**src/rtl/program_mode_sequencer_pkg.sv**
```systemverilog
// Shared definitions for the alarm-clock program-mode sequencer:
// FSM state encoding, editable field indices and the auto-repeat period helper.
package program_mode_pkg;

  typedef enum logic [1:0] {
    ST_IDLE  = 2'd0,
    ST_EDIT  = 2'd1,
    ST_SAVE  = 2'd2,
    ST_ABORT = 2'd3
  } state_t;

  localparam logic [1:0] FIELD_CLK_HOURS     = 2'd0;
  localparam logic [1:0] FIELD_CLK_MINUTES   = 2'd1;
  localparam logic [1:0] FIELD_ALARM_HOURS   = 2'd2;
  localparam logic [1:0] FIELD_ALARM_MINUTES = 2'd3;

  // Auto-repeat strobe period: a tenth of a second, never shorter than one cycle.
  function automatic int repeat_period(input int ticks_per_sec);
    return (ticks_per_sec / 10 < 1) ? 1 : ticks_per_sec / 10;
  endfunction

endpackage

```
**src/rtl/program_mode_sequencer_rise_detect.sv**
```systemverilog
// One-cycle rising-edge detector. The pulse is combinational on the current
// sample so the consuming register can react in the same clock edge.
module rise_detect (
  input  logic clk,
  input  logic rst,
  input  logic level,
  output logic rise
);

  logic prev;

  // Remember the previous sample of the level input.
  always_ff @(posedge clk) begin
    if (rst) prev <= 1'b0;
    else     prev <= level;
  end

  assign rise = level & ~prev;

endmodule

```
**src/rtl/program_mode_sequencer.sv**
```systemverilog
// Program (setting) mode sequencer for the alarm clock.
// Enters EDIT on a trigger edge, walks field_sel on next_btn edges, forwards
// inc_btn edges as inc_pulse, and closes the session with save_pulse (after the
// last field) or abort_pulse (error or inactivity timeout).
// Optional feature macro: PROGRAM_AUTOREPEAT_EN enables inc_btn auto-repeat.
//
// Handshake note: there is no valid/ready flow here. Every strobe output
// (inc_pulse, save_pulse, abort_pulse) is a registered one-cycle pulse that the
// datapath must consume in the cycle it is high; nothing is held or retried.
module program_mode_sequencer
  import program_mode_pkg::*;
#(
  parameter int TICKS_PER_SEC = 100,
  parameter int TIMEOUT_S     = 5,
  parameter int NUM_FIELDS    = 4
) (
  input  logic       clk_100Hz,
  input  logic       rst,
  input  logic       trigger,
  input  logic       next_btn,
  input  logic       inc_btn,
  input  logic       error_detection,
  output logic [1:0] field_sel,
  output logic       inc_pulse,
  output logic       save_pulse,
  output logic       abort_pulse,
  output logic [2:0] seconds_left,
  output logic       active_program_mode,
  output state_t     state_dbg
);

  localparam int              PW         = $clog2(TICKS_PER_SEC);
  localparam logic [PW-1:0]   PRESC_LAST = PW'(TICKS_PER_SEC - 1);
  localparam logic [2:0]      SEC_RELOAD = 3'(TIMEOUT_S);
  localparam logic [1:0]      FIELD_LAST = 2'(NUM_FIELDS - 1);

  state_t          state, state_d;
  logic [PW-1:0]   presc, presc_d;
  logic [1:0]      field_d;
  logic [2:0]      sec_d;
  logic            inc_d, save_d, abort_d, active_d;
  logic            trig_rise, next_rise, inc_rise;
  logic            tick, rpt_fire;

  rise_detect u_trig_edge (.clk(clk_100Hz), .rst(rst), .level(trigger),  .rise(trig_rise));
  rise_detect u_next_edge (.clk(clk_100Hz), .rst(rst), .level(next_btn), .rise(next_rise));
  rise_detect u_inc_edge  (.clk(clk_100Hz), .rst(rst), .level(inc_btn),  .rise(inc_rise));

  // One-second tick: prescaler wraps only while editing.
  assign tick      = (presc == PRESC_LAST);
  assign state_dbg = state;

`ifdef PROGRAM_AUTOREPEAT_EN
  localparam int            HW         = $clog2(TICKS_PER_SEC);
  localparam int            RPT        = repeat_period(TICKS_PER_SEC);
  localparam logic [HW-1:0] HOLD_FIRE  = HW'(TICKS_PER_SEC - 1);
  localparam logic [HW-1:0] HOLD_REARM = HW'(TICKS_PER_SEC - RPT);

  logic [HW-1:0] hold_cnt, hold_d;

  // Count consecutive high samples since the inc edge; zero means no hold armed.
  always_comb begin
    rpt_fire = (state == ST_EDIT) && inc_btn && !inc_rise && (hold_cnt == HOLD_FIRE);
    hold_d   = hold_cnt;
    if (state != ST_EDIT || !inc_btn) hold_d = '0;
    else if (inc_rise)                hold_d = HW'(1);
    else if (hold_cnt == '0)          hold_d = '0;
    else if (rpt_fire)                hold_d = HOLD_REARM;
    else                              hold_d = hold_cnt + HW'(1);
  end

  // Hold counter register.
  always_ff @(posedge clk_100Hz) begin
    if (rst) hold_cnt <= '0;
    else     hold_cnt <= hold_d;
  end
`else
  assign rpt_fire = 1'b0;
`endif

  // Next-state and next-output logic; one event acts per cycle, in priority order.
  always_comb begin
    state_d  = state;
    field_d  = field_sel;
    sec_d    = seconds_left;
    presc_d  = presc;
    inc_d    = 1'b0;
    save_d   = 1'b0;
    abort_d  = 1'b0;
    active_d = active_program_mode;
    case (state)
      ST_IDLE: begin
        if (trig_rise) begin
          state_d  = ST_EDIT;
          field_d  = FIELD_CLK_HOURS;
          sec_d    = SEC_RELOAD;
          presc_d  = '0;
          active_d = 1'b1;
        end
      end
      ST_EDIT: begin
        presc_d = tick ? '0 : presc + PW'(1);
        if (error_detection || (tick && seconds_left == 3'd1)) begin
          state_d  = ST_ABORT;
          abort_d  = 1'b1;
          active_d = 1'b0;
          sec_d    = 3'd0;
        end else if (next_rise && field_sel == FIELD_LAST) begin
          state_d  = ST_SAVE;
          save_d   = 1'b1;
          active_d = 1'b0;
          sec_d    = 3'd0;
        end else if (next_rise) begin
          field_d = field_sel + 2'd1;
          sec_d   = SEC_RELOAD;
          presc_d = '0;
        end else if (inc_rise || rpt_fire) begin
          inc_d   = 1'b1;
          sec_d   = SEC_RELOAD;
          presc_d = '0;
        end else if (tick) begin
          sec_d = seconds_left - 3'd1;
        end
      end
      ST_SAVE, ST_ABORT: begin
        // The strobe was raised on entry; this cycle returns to IDLE.
        state_d  = ST_IDLE;
        field_d  = FIELD_CLK_HOURS;
        sec_d    = 3'd0;
        presc_d  = '0;
        active_d = 1'b0;
      end
      default: begin
        state_d = ST_IDLE;
      end
    endcase
  end

  // State and registered outputs.
  always_ff @(posedge clk_100Hz) begin
    if (rst) begin
      state               <= ST_IDLE;
      presc               <= '0;
      field_sel           <= FIELD_CLK_HOURS;
      seconds_left        <= 3'd0;
      inc_pulse           <= 1'b0;
      save_pulse          <= 1'b0;
      abort_pulse         <= 1'b0;
      active_program_mode <= 1'b0;
    end else begin
      state               <= state_d;
      presc               <= presc_d;
      field_sel           <= field_d;
      seconds_left        <= sec_d;
      inc_pulse           <= inc_d;
      save_pulse          <= save_d;
      abort_pulse         <= abort_d;
      active_program_mode <= active_d;
    end
  end

endmodule
```
**config.mk**
```make
export PLATFORM = sky130hd
export DESIGN_NAME = program_mode_sequencer
export DESIGN_NICKNAME = d
export VERILOG_FILES = /design/src/rtl/program_mode_sequencer_pkg.sv /design/src/rtl/program_mode_sequencer_rise_detect.sv /design/src/rtl/program_mode_sequencer.sv
export SDC_FILE = /design/constraint.sdc
export NUM_CORES = 1
export LEC_CHECK = 0
export CAP_MARGIN = 20
export CORE_AREA = 2 2 64 66
export CTS_CLUSTER_SIZE = 16
export DETAILED_ROUTE_END_ITERATION = 10
export DIE_AREA = 0 0 66 68
export GPL_TIMING_DRIVEN = 1
export PLACE_DENSITY = 0.5
export SYNTH_ARGS = -nofsm -noshare
export SYNTH_HDL_FRONTEND = slang
export SYNTH_SLANG_ARGS = --single-unit
```
**constraint.sdc**
```tcl
create_clock -name clk_100Hz -period 2 [get_ports clk_100Hz]
set_input_delay 0.2 -clock clk_100Hz [delete_from_list [all_inputs] [get_ports clk_100Hz]]
set_output_delay 0.2 -clock clk_100Hz [all_outputs]
set_load 0.02 [all_outputs]
```
==> results_dict.tcl <==
set metrics [dict create \
    hpwl_mm 1.77 \
    r2r_setup_slack_ns 0.20 \
    cts.path.max_buffers 2 \
    route.detailed.wl_per_inst_um 12.0 \
    crit_chain "ha_1 > and4bb_4 > a41oi_4 > and3_4 > o21ai_2 > a221oi_2" \
    layout_common_cells "dfxtp_1, clkdlybuf4s50_1, nand2_1" \
    fin_setup_tns_ns 0 \
    cts_made_buffers 3 \
    r2r-start "presc[0]$_SDFFE_PP0P_" \
    synth_top_area_share_pct 39.0 \
    placed_cells 190 \
    leakagePower_nw 0.481 \
    synth_edf_count 0 \
    end_kind "flop" \
    cts_tree "built" \
    final_common_cell "dfxtp_1" \
    yosys-top-cells-area "dfxtp_1, nand2_1, ha_1" \
    rsz0062_at_grt "false" \
    critPathSlowestCell "dfxtp_1" \
    wl_mm 2.32 \
    place_area_sq_um 1310 \
    grt_pass1_wl_mm 4.20 \
    startpoint_type "flop" \
    hold_class "reg -> reg" \
    via_count 936 \
    max_cap_viol_count 0 \
    h-tree-depth 1 \
    drcViolationCount 0 \
    syn_inst 122 \
    finalMaxSlewViolations 0 \
    area_growth_pct 25.9 \
    ant_nets 0 \
    clk_pin_slew_worst_paths_ns 0.08 \
    finalCritPeriodShare_pct 89.9 \
    setup-violations-final 0 \
    grt-ovfl-total 0 \
    post-cts-setup-buffer-count 0 \
    port_buffers 16 \
    drive_gt1_share_pct 16.0 \
    antenna_found_initial 0 \
    crit_fanout 7 \
    min_to "presc[1]$_SDFFE_PP0P_" \
    root_buffer "clkbuf_8" \
    postSynthAreaPerCell_sq_um 8.83 \
    ys_seq_area_share_pct 39.0 \
    viasPerCell 4.82 \
    r2r_end "seconds_left[2]$_SDFFE_PP0P_" \
    ys.flop_type "dfxtp_1" \
    whs_path_depth 2 \
    hold_path_startpoint "presc[1]$_SDFFE_PP0P_" \
    drt_pre_antenna_iters 4 \
    synth_seq_cells 21 \
    die_h_um 68 \
    cpPeakStageDelay_ns 0.34 \
    die-area_sq_um 4490 \
    final_core_util_pct 35.2 \
    path_class "reg -> reg" \
    critical_path.top_delay_family "compound AO/OA/AOI/OAI gates" \
    core_area_sq_um 3860 \
    fin_skew_ns 0.00643 \
    grt_max_degree 13 \
    yosys.area.top_type "dfxtp_1" \
    netlist_area_sq_um 1080 \
    yosysUniqueCellTypes 38 \
    p_per_area_nw_per_um2 656 \
    ctsResizeCount 0 \
    yosysWarnings 0 \
    async_reset_ff_share_pct 0 \
    maxSlewHeadroom_pct 69.6 \
    finalWeightedCongestion 0.762 \
    cts.sinks 21 \
    timing.fmax_mhz 556 \
    reg2reg_depth 6 \
    synth_nets 132 \
    max-vdd-ir-drop_mv 0.298 \
    tightest_slew_ns 0.453 \
    num_rows 23 \
    timing.final.crit_period_ns 1.80 \
    fin_cells 194 \
    outcome "completed" \
    path_buf_inv 0 \
    worstPathRequired_ns 2.18 \
    hold_viol 0 \
    die_w_um 66 \
    grt_use_total_pct 12.2 \
    ctsHoldBuffers 0 \
    start_util_pct 27.9 \
    grt_pass1_vias 930 \
    antenna_cells 0 \
    clkLatencyLatePin_ns 0.26 \
    arrival_ns 1.98 \
    drtIter0Drc 27 \
    num-nets-final 155 \
    ioPinCount 17 \
    fin_area_sq_um 1360 \
]
==> how the worst max path moves through the flow <==
| stage | start | end | slack [ns] | cells past startpoint |
|---|---|---|---|---|
| 2_1_floorplan | presc[0]$_SDFFE_PP0P_ | seconds_left[0]$_SDFFE_PP0P_ | 0.37 | 6 |
| 3_3_place_gp | next_btn | presc[4]$_SDFFE_PP0P_ | 0.23 | 6 |
| 3_5_place_dp | presc[0]$_SDFFE_PP0P_ | seconds_left[2]$_SDFFE_PP0P_ | 0.21 | 6 |
| 4_1_cts | presc[0]$_SDFFE_PP0P_ | seconds_left[2]$_SDFFE_PP0P_ | 0.20 | 6 |
| 5_1_grt | presc[0]$_SDFFE_PP0P_ | presc[5]$_SDFFE_PP0P_ | 0.06 | 6 |
| 6_report | presc[0]$_SDFFE_PP0P_ | seconds_left[2]$_SDFFE_PP0P_ | 0.20 | 6 |
==> report_power, final <==
| part | internal (mW) | switching [mW] |
|---|---|---|
| Sequential | 0.434 | 0.0147 |
| Combinational | 0.0729 | 0.0862 |
| Clock | 0.139 | 0.143 |
==> metal layers <==
| metal | up-vias | wire length, um | GRT usage, % |
|---|---|---|---|
| met5 | - | 0 | 0 |
| met4 | 0 | 17 | 3.06 |
| met3 | 5 | 96 | 4.11 |
| met2 | 16 | 1070 | 20.2 |
| met1 | 436 | 1140 | 15.5 |
| li1 | 479 | - | - |
==> flip-flops by register name, indices dropped and copies added (netlist names) <==
register,flops
state_dbg,2
seconds_left,3
field_sel,2
active_program_mode,1
presc,7
save_pulse,1
u_trig_edge.prev,1
abort_pulse,1
u_inc_edge.prev,1
inc_pulse,1
u_next_edge.prev,1
==> kinds of logic (layout without fill, tap and decap cells) <==
group | Yosys count | in the layout | synth area share, %
mux | 1 | 1 | 0.929
xor+xnor | 1 | 1 | 0.813
buf+inv | 7 | 29 | 3.60
flops | 21 | 21 | 39.0
compound gates | 31 | 31 | 21.8
simple gates | 57 | 57 | 29.2
fa+ha+maj | 4 | 4 | 4.65
==> tightest hold or removal path: stages, from the launching register on <==
cell     delay, ns
dfxtp_1       0.33
nand2_1       0.06
a21oi_1       0.05
==> synth_stat cells, types with 2 or more instances <==
master	count
dfxtp_1	21
nand2_1	15
a21oi_1	8
nor2_1	8
nor2b_1	7
o21ai_0	7
inv_1	5
nand3_1	5
ha_1	4
nor3_1	4
a211oi_1	2
a21o_1	2
a221oi_2	2
a31oi_1	2
and2_1	2
nand2b_1	2
nand3b_1	2
nand4_1	2
o21ai_2	2
or2_2	2
==> stage by stage <==
stage / power (mW) / hold slack, ns / setup slack, ns
floorplan: 0.557 / 0.328 / 0.372
global placement: 0.619 / 0.456 / 0.230
detailed placement: 0.619 / 0.474 / 0.207
CTS: 0.908 / 0.483 / 0.195
global route: 0.943 / 0.510 / 0.0608
finish: 0.890 / 0.481 / 0.202
==> cell type report <==
cell class	count	area, sq um
flip-flops and latches	21	420
repair buffers	20	190
inverters	5	18.8
well taps	50	62.6
multi-input cells	94	618
clock buffers	3	41.3
clock inverters	1	5.00
fillers	421	2500
No activity file was read; power rests on OpenSTA's default activity.
